===== src/rtl/fetch_unit.sv =====
// fetch_unit: instruction fetch stage with a single branch delay slot.
//   Holds the fetch PC, the F/D pipeline register and a running count of
//   instructions committed into F/D. Redirects come from the control
//   transfer currently in D and take effect on the next unstalled edge.
// Ports:
//   clk, reset        clock, asynchronous active-high reset
//   stall             hold PC, F/D register and fetch counter
//   npc_op            next-PC select for the instruction in D
//   cmp_zero          D-stage comparator "equal"
//   cmp_overflow      D-stage comparator signed-add overflow
//   d_imm16, d_imm26  branch offset / jump index of the instruction in D
//   d_rs_val          forwarded rs value (JR target)
//   im_instr          instruction memory data for pc_f
//   pc_f              fetch address
//   instr_d, pc_d     F/D register contents
//   taken_d           combinational: D-stage transfer taken
//   fetch_cnt         instructions committed into F/D since reset
module fetch_unit (
  input  logic        clk,
  input  logic        reset,
  input  logic        stall,
  input  logic [2:0]  npc_op,
  input  logic        cmp_zero,
  input  logic        cmp_overflow,
  input  logic [15:0] d_imm16,
  input  logic [25:0] d_imm26,
  input  logic [31:0] d_rs_val,
  input  logic [31:0] im_instr,
  output logic [31:0] pc_f,
  output logic [31:0] instr_d,
  output logic [31:0] pc_d,
  output logic        taken_d,
  output logic [31:0] fetch_cnt
);

  localparam int unsigned XLEN     = 32;
  localparam int unsigned IMM16_W  = 16;
  localparam int unsigned SEXT_W   = XLEN - IMM16_W - 2;
  localparam logic [XLEN-1:0] RESET_PC = 32'h0000_3000;
  localparam logic [XLEN-1:0] INSTR_BYTES = 32'd4;

  localparam logic [2:0] NPC_SEQ   = 3'd0;
  localparam logic [2:0] NPC_BEQ   = 3'd1;
  localparam logic [2:0] NPC_BIOAL = 3'd2;
  localparam logic [2:0] NPC_J     = 3'd3;
  localparam logic [2:0] NPC_JR    = 3'd4;

  logic [XLEN-1:0] seq_pc;
  logic [XLEN-1:0] br_target;
  logic [XLEN-1:0] j_target;
  logic [XLEN-1:0] redirect_pc;
  logic [XLEN-1:0] next_pc;

  // Candidate next-PC values; all arithmetic is modulo 2^32.
  always_comb begin
    seq_pc    = pc_f + INSTR_BYTES;
    br_target = pc_d + INSTR_BYTES
              + {{SEXT_W{d_imm16[IMM16_W-1]}}, d_imm16, 2'b00};
    j_target  = {pc_d[31:28], d_imm26, 2'b00};
  end

  // Taken decision and target select for the transfer sitting in D.
  // Codes 5-7 fall through to sequential.
  always_comb begin
    taken_d     = 1'b0;
    redirect_pc = seq_pc;
    case (npc_op)
      NPC_SEQ: begin
        taken_d     = 1'b0;
        redirect_pc = seq_pc;
      end
      NPC_BEQ: begin
        taken_d     = cmp_zero;
        redirect_pc = br_target;
      end
      NPC_BIOAL: begin
        taken_d     = cmp_overflow;
        redirect_pc = br_target;
      end
      NPC_J: begin
        taken_d     = 1'b1;
        redirect_pc = j_target;
      end
      NPC_JR: begin
        taken_d     = 1'b1;
        redirect_pc = d_rs_val;
      end
      default: begin
        taken_d     = 1'b0;
        redirect_pc = seq_pc;
      end
    endcase
  end

  always_comb begin
    next_pc = taken_d ? redirect_pc : seq_pc;
  end

  // PC, F/D register and counter; stall freezes everything, so a stalled
  // transfer is simply re-evaluated with fresh compare inputs next cycle.
  always_ff @(posedge clk or posedge reset) begin
    if (reset) begin
      pc_f      <= RESET_PC;
      instr_d   <= '0;
      pc_d      <= '0;
      fetch_cnt <= '0;
    end else if (!stall) begin
      pc_f      <= next_pc;
      instr_d   <= im_instr;
      pc_d      <= pc_f;
      fetch_cnt <= fetch_cnt + 32'd1;
    end
  end

endmodule


===== config.mk =====
export PLATFORM = sky130hd
export DESIGN_NAME = fetch_unit
export DESIGN_NICKNAME = d
export VERILOG_FILES = /design/src/rtl/fetch_unit.sv
export SDC_FILE = /design/constraint.sdc
export NUM_CORES = 1
export LEC_CHECK = 0
export CORE_AREA = 2 2 145 147
export DETAILED_ROUTE_END_ITERATION = 10
export DIE_AREA = 0 0 147 149
export DONT_BUFFER_PORTS = 1
export PLACE_DENSITY = 0.65
export REMOVE_ABC_BUFFERS = 1
export SYNTH_ARGS = -nofsm -noshare
export SYNTH_HDL_FRONTEND = slang
export SYNTH_SLANG_ARGS = --single-unit

===== constraint.sdc =====
create_clock -name clk -period 5.25 [get_ports clk]
set_clock_uncertainty 0.15 [all_clocks]
set_input_delay 1.575 -clock clk [delete_from_list [all_inputs] [get_ports clk]]
set_output_delay 1.575 -clock clk [all_outputs]
set_load 0.005 [all_outputs]

==> flow_summary.yaml, run 1 <==
timing:
  tns_ns: 0
  finalSetupViolations: 0
  max_freq_mhz: 231
  worstMarginPinSlew_ns: 0.940
  post-route-min-period_ns: 4.32
  rsz0062_at_grt: "false"
  slew_headroom_pct: 37.3
  finalHoldViolations: 0
  fin_crit_sh_pct: 82.3
  holdWs_ns: 0.351
  drv_slew: 0
grt:
  grt_usage_pct: 20.3
  grtUsageMet3_pct: 7.49
  busiest_layer: "met2"
  grt_max_degree: 121
  grt_use_met2_pct: 32.5
  grt_pass1_wl_um: 34600
  grt_pass1_vias: 6198
  grt_util_met1_pct: 26.0
  antenna_found_initial: 0
  grt_remaining_overflow: 0
final_layout:
  layout_commonest_cell: "dfrtp_1"
  area_growth_pct: 10.8
  drive_gt1_share_pct: 14.7
  diodes: 0
  layout_common_cells: "dfrtp_1, nand2_1, a21oi_1"
  multi_input_area_mm2: 0.00458
  register_area_mm2: 0.00321
  layout.nets: 978
  fill_cells: 2020
power_and_ir_drop:
  p_per_area_mw_per_mm2: 459
  vdd_drop_max_uv: 204
  p_leak_uw: 0.00383
worst_setup_path:
  reg2reg_to: "pc_f[31]"
  worst_setup_path_end_kind: "flop"
  r2r-start: "pc_d[3]"
  crit_path_start_kind: "primary input"
  cp.arrival_ns: 4.48
  crit_family: "compound AO/OA/AOI/OAI gates"
  critPathMaxStageDelay_ns: 0.57
  r2r_slack_ns: 1.63
  worstPathMaxFanout: 3
  cp_slowest_cell: "a311oi_1"
  ff2ff_path_depth: 11
  cp_cell_sequence: "ha_1, ha_1, fa_1, a211oi_1, o21ai_1, nand3_1, nand4_1, a311oi_1, a21oi_1, xnor2_1, a31o_1"
  required_ns: 5.41
  path_class: "primary input to flop"
  crit_buf_inv: 0
  crit_cells: 11
  crit_top_cell: "ha_1"
cts:
  clkSinkCount: 128
  htree_levels: 4
  cts_setup_buffers: 0
  cts_buffer_depth: 2
  ctsResizeCount: 0
  numCtsBuffers: 17
  cts.clk_slew.worst_paths_ns: 0.06
  clockRootBuffer: "clkbuf_16"
  clock_latency_ns: 0.43
  cts_tree: "built"
  ctsHoldBuffers: 0
floorplanning:
  fp.dieH_um: 149
  core_area_mm2: 0.0206
  die_w_um: 147
  rows: 53
  initial_utilization_pct: 38.9
  ios: 243
  die_area_mm2: 0.0219
logic_synthesis:
  synthCells: 816
  syn_area_per_cell_um2: 9.79
  async_reset_ff_share_pct: 100
  syn_area_mm2: 0.00799
  synth_top_family_by_area: "compound AO/OA/AOI/OAI gates"
  synth_xor_area_share_pct: 6.03
  ys.flop_type: "dfrtp_1"
  ys_seq_area_share_pct: 40.1
  yosys.area_share.simple_pct: 14.8
  synth_top_area_share_pct: 39.5
  ys_types: 66
  synth_mux_area_share_pct: 8.97
  synth.ff_latch_count: 128
  synth_compound_area_share_pct: 17.9
  yosys_warnings: 0
  synth_fa_ha_area_share_pct: 9.49
  synth_edf_count: 0
  yosysTopAreaCell: "dfrtp_1"
  yosys-top-cells-area: "dfrtp_1, ha_1, mux2_2"
detailed_routing:
  viasPerCell: 5.85
  wl_per_cell_um: 20.4
  vias: 6392
  wl_um: 22300
  drcViolationCount: 0
  ant_nets: 0
  first_iter_violations: 370
  firstDrtPassIters: 5
hold_path:
  min_from: "fetch_cnt[31]"
  hold_class: "flop to flop"
  min_to: "fetch_cnt[31]"
  worstHoldPathCells: 1
job:
  cap_violations: 0
run_status:
  status: "finished, final reports clean"
placed_design:
  portBuffers: 0
  globalplace.congestion: 0.862
  dp_hpwl_um: 16200
-- final cells by class --
class                   instances  area share, %
multi-input cells             631           51.7
flip-flops and latches        128           36.2
clock buffers                  17           4.81
well taps                     275           3.89
clock inverters                15           1.88
inverters                      18          0.820
repair buffers                  8          0.679
-- power by group --
group | internal (uW) | switching (uW)
registers | 1190 | 308
logic | 616 | 725
clock network | 676 | 543
total | 2490 | 1580
-- how the worst max path moves through the flow --
stage	startpoint	to	slack, ns
floorplan	reset	fetch_cnt[0]	0.12
global placement	d_imm16[1]	pc_f[29]	0.57
detailed placement	d_imm16[1]	pc_f[29]	0.54
CTS	d_imm16[1]	pc_f[29]	0.96
global route	d_imm16[1]	pc_f[31]	0.65
finish	d_imm16[1]	pc_f[31]	0.93
-- logic make-up after synthesis --
logic type | after synthesis
simple gates | 239
buf+inv | 57
flops | 128
xor+xnor | 55
fa+ha+maj | 60
mux | 64
compound gates | 213
-- routing by layer --
layer	share of wire (%)	up-vias	wire length, um
li1	-	2988	-
met1	41	3064	9220
met3	11	21	2530
met4	1.2	0	269
met5	0	-	0
met2	46	319	10300
-- registers in the layout (all words and copies together), names as in the netlist --
signal     cells
fetch_cnt     32
instr_d       32
pc_d          32
pc_f          32
-- cell usage after synthesis (3+ instances only) --
cell / instances
o21bai_1: 8
or3_1: 3
o22a_1: 5
and3_1: 18
nand2_1: 69
o21ai_0: 24
nand3_1: 26
buf_2: 5
xnor2_1: 39
o221ai_1: 3
a21oi_1: 67
a222oi_1: 5
a221o_1: 5
o22ai_1: 5
a311oi_1: 5
dfrtp_1: 126
o21ai_1: 13
mux2_2: 61
o211ai_1: 3
buf_1: 5
and4_1: 6
a22oi_1: 5
nor2_1: 62
nor2b_1: 6
o21a_1: 4
a31oi_1: 6
a211oi_1: 5
xor2_1: 16
a21o_1: 15
mux2i_1: 3
nor3_1: 10
and2_1: 5
inv_1: 16
ha_1: 59
nand4_1: 12
clkbuf_1: 29
a221oi_1: 16
nand2b_1: 9
o31a_1: 3
-- through the flow --
stage / instances / power [uW] / util [%] / setup slack (ns) / cell area (um2)
6_report: 1092 / 4060 / 43.1 / 0.928 / 8850
5_1_grt: 1092 / 4340 / 43.1 / 0.650 / 8850
4_1_cts: 1092 / 4090 / 43.1 / 0.962 / 8850
3_5_place_dp: 1060 / 2850 / 40.2 / 0.536 / 8260
3_3_place_gp: 1060 / 2830 / 40.2 / 0.570 / 8260
2_1_floorplan: 777 / 2490 / - / 0.116 / 7840
No activity file was read; power rests on OpenSTA's default activity.
==> inputs of run 2 (changes only) <==
- PLACE_DENSITY: 0.65 -> 0.63
- clock period: 5.25 -> 4.1 ns (I/O delays scaled with it)
==> run 2 against run 1 <==
  * Power increased by 30%
  * Global-route usage is 0.097 points higher
  * Non-clock buffer count rose by 16
  * Critical path type unchanged
  * Critical endpoint is now pc_f[28]
==> flow_summary.yaml, run 2 (synthesis results as in run 1) <==
worst_setup_path:
  crit_path_start_kind: "primary input"
  ff2ff_path_depth: 12
  worst_setup_path_end_kind: "flop"
  required_ns: 4.27
  cp.arrival_ns: 3.92
  reg2reg_to: "pc_f[21]"
  path_class: "primary input to flop"
  r2r_slack_ns: 0.74
  worstPathMaxFanout: 4
  r2r-start: "pc_d[3]"
hold_path:
  min_from: "fetch_cnt[31]"
  worstHoldPathCells: 1
  min_to: "fetch_cnt[31]"
  hold_class: "flop to flop"
final_layout:
  final_area_mm2: 0.00898
  diodes: 0
  area_growth_pct: 12.4
  drive_gt1_share_pct: 16.3
  layout_common_cells: "dfrtp_1, nand2_1, a21oi_1"
  layout_commonest_cell: "dfrtp_1"
  fin_util_pct: 43.7
  layout.nets: 994
cts:
  clock_latency_ns: 0.43
  cts_buffer_depth: 2
  clockRootBuffer: "clkbuf_16"
  clkSinkCount: 128
  ctsHoldBuffers: 0
  ctsResizeCount: 0
  cts.clk_slew.worst_paths_ns: 0.07
  numCtsBuffers: 17
  cts_tree: "built"
  cts_setup_buffers: 0
  htree_levels: 4
placed_design:
  dp_hpwl_um: 16300
  globalplace.congestion: 0.892
  place_area_mm2: 0.00839
  portBuffers: 0
grt:
  grt_remaining_overflow: 0
  grt_max_degree: 121
  grt_usage_pct: 20.4
  antenna_found_initial: 0
  grt_pass1_wl_um: 35100
  grt_pass1_vias: 6371
power_and_ir_drop:
  p_per_area_mw_per_mm2: 589
  vdd_drop_max_uv: 269
  total_power_uw: 5290
  p_leak_uw: 0.00392
floorplanning:
  core_area_mm2: 0.0206
  rows: 53
  fp.dieH_um: 149
  initial_utilization_pct: 38.9
  die_area_mm2: 0.0219
  die_w_um: 147
  ios: 243
run_status:
  status: "finished, final reports clean"
timing:
  finalHoldViolations: 0
  tns_ns: 0
  slew_headroom_pct: 40.7
  fin_crit_sh_pct: 91.3
  finalSetupViolations: 0
  rsz0062_at_grt: "false"
  worstMarginPinSlew_ns: 0.888
  max_freq_mhz: 267
  drv_slew: 0
  post-route-min-period_ns: 3.74
job:
  cap_violations: 0
detailed_routing:
  ant_nets: 0
  first_iter_violations: 426
  vias: 6482
  wl_um: 22400
  drcViolationCount: 0
  viasPerCell: 5.85
  firstDrtPassIters: 5
  wl_per_cell_um: 20.2
[run 2: cell types whose count changed in the layout (fill, tap and decap cells not counted)]
cell,delta
buf_4,+15
inv_6,-2
clkinv_4,+1
buf_12,+1
inv_8,+2
clkinv_8,-1
[run 2: report_power, final]
part	switching, uW	internal (uW)
logic	951	870
registers	393	1530
clock network	678	865
[run 2: worst max-delay path: stages]
cell      delay (ns)
ha_1            0.27
ha_1            0.34
a21o_1          0.18
a21oi_2         0.16
a211oi_2        0.12
nor4_4          0.27
o31ai_1         0.12
buf_4           0.15
a41o_1          0.29
a221o_1         0.35
and3_1          0.19
nor3_1          0.24
[run 2: final cells by class]
class / count / area (um2)
fill: 2058 / 11600
multi-input combinational: 631 / 4580
sequential: 128 / 3210
clock buffer: 17 / 425
tap: 275 / 344
timing repair buffer: 24 / 193
clock inverter: 15 / 164
inverter: 18 / 72.6
[run 2: routing by layer]
layer	wire length (um)	track usage (%)	vias up
met2	10300	32.6	322
met5	0	0	-
li1	-	-	3015
met3	2290	7.06	24
met4	355	5.24	0
met1	9410	26.7	3121
[run 2: worst max-delay path by stage]
stage	startpoint	endpoint	slack, ns	depth (start not counted)
2_1_floorplan	reset	fetch_cnt[0]	-0.69	1
3_3_place_gp	d_imm16[1]	pc_f[31]	-0.04	12
3_5_place_dp	d_imm16[1]	pc_f[21]	-0.05	12
4_1_cts	d_imm16[1]	pc_f[31]	0.39	12
5_1_grt	d_imm16[1]	pc_f[31]	0.22	12
6_report	d_imm16[4]	pc_f[28]	0.36	12
[run 2: stage by stage]
step | cells | setup WS, ns | hold WS [ns]
after global routing | 1108 | 0.224 | 0.387
after floorplan | 777 | -0.689 | 0.318
after CTS | 1108 | 0.388 | 0.353
after detailed placement | 1076 | -0.0452 | 0.342
final | 1108 | 0.357 | 0.349
after global placement | 1076 | -0.0355 | 0.338
==> inputs of run 3 (changes only) <==
- HOLD_SLACK_MARGIN: default -> 0.03
- TNS_END_PERCENT: default -> 10
==> results of run 3 <==
No change in the layout: final DEF, timing and power equal those of run 2.
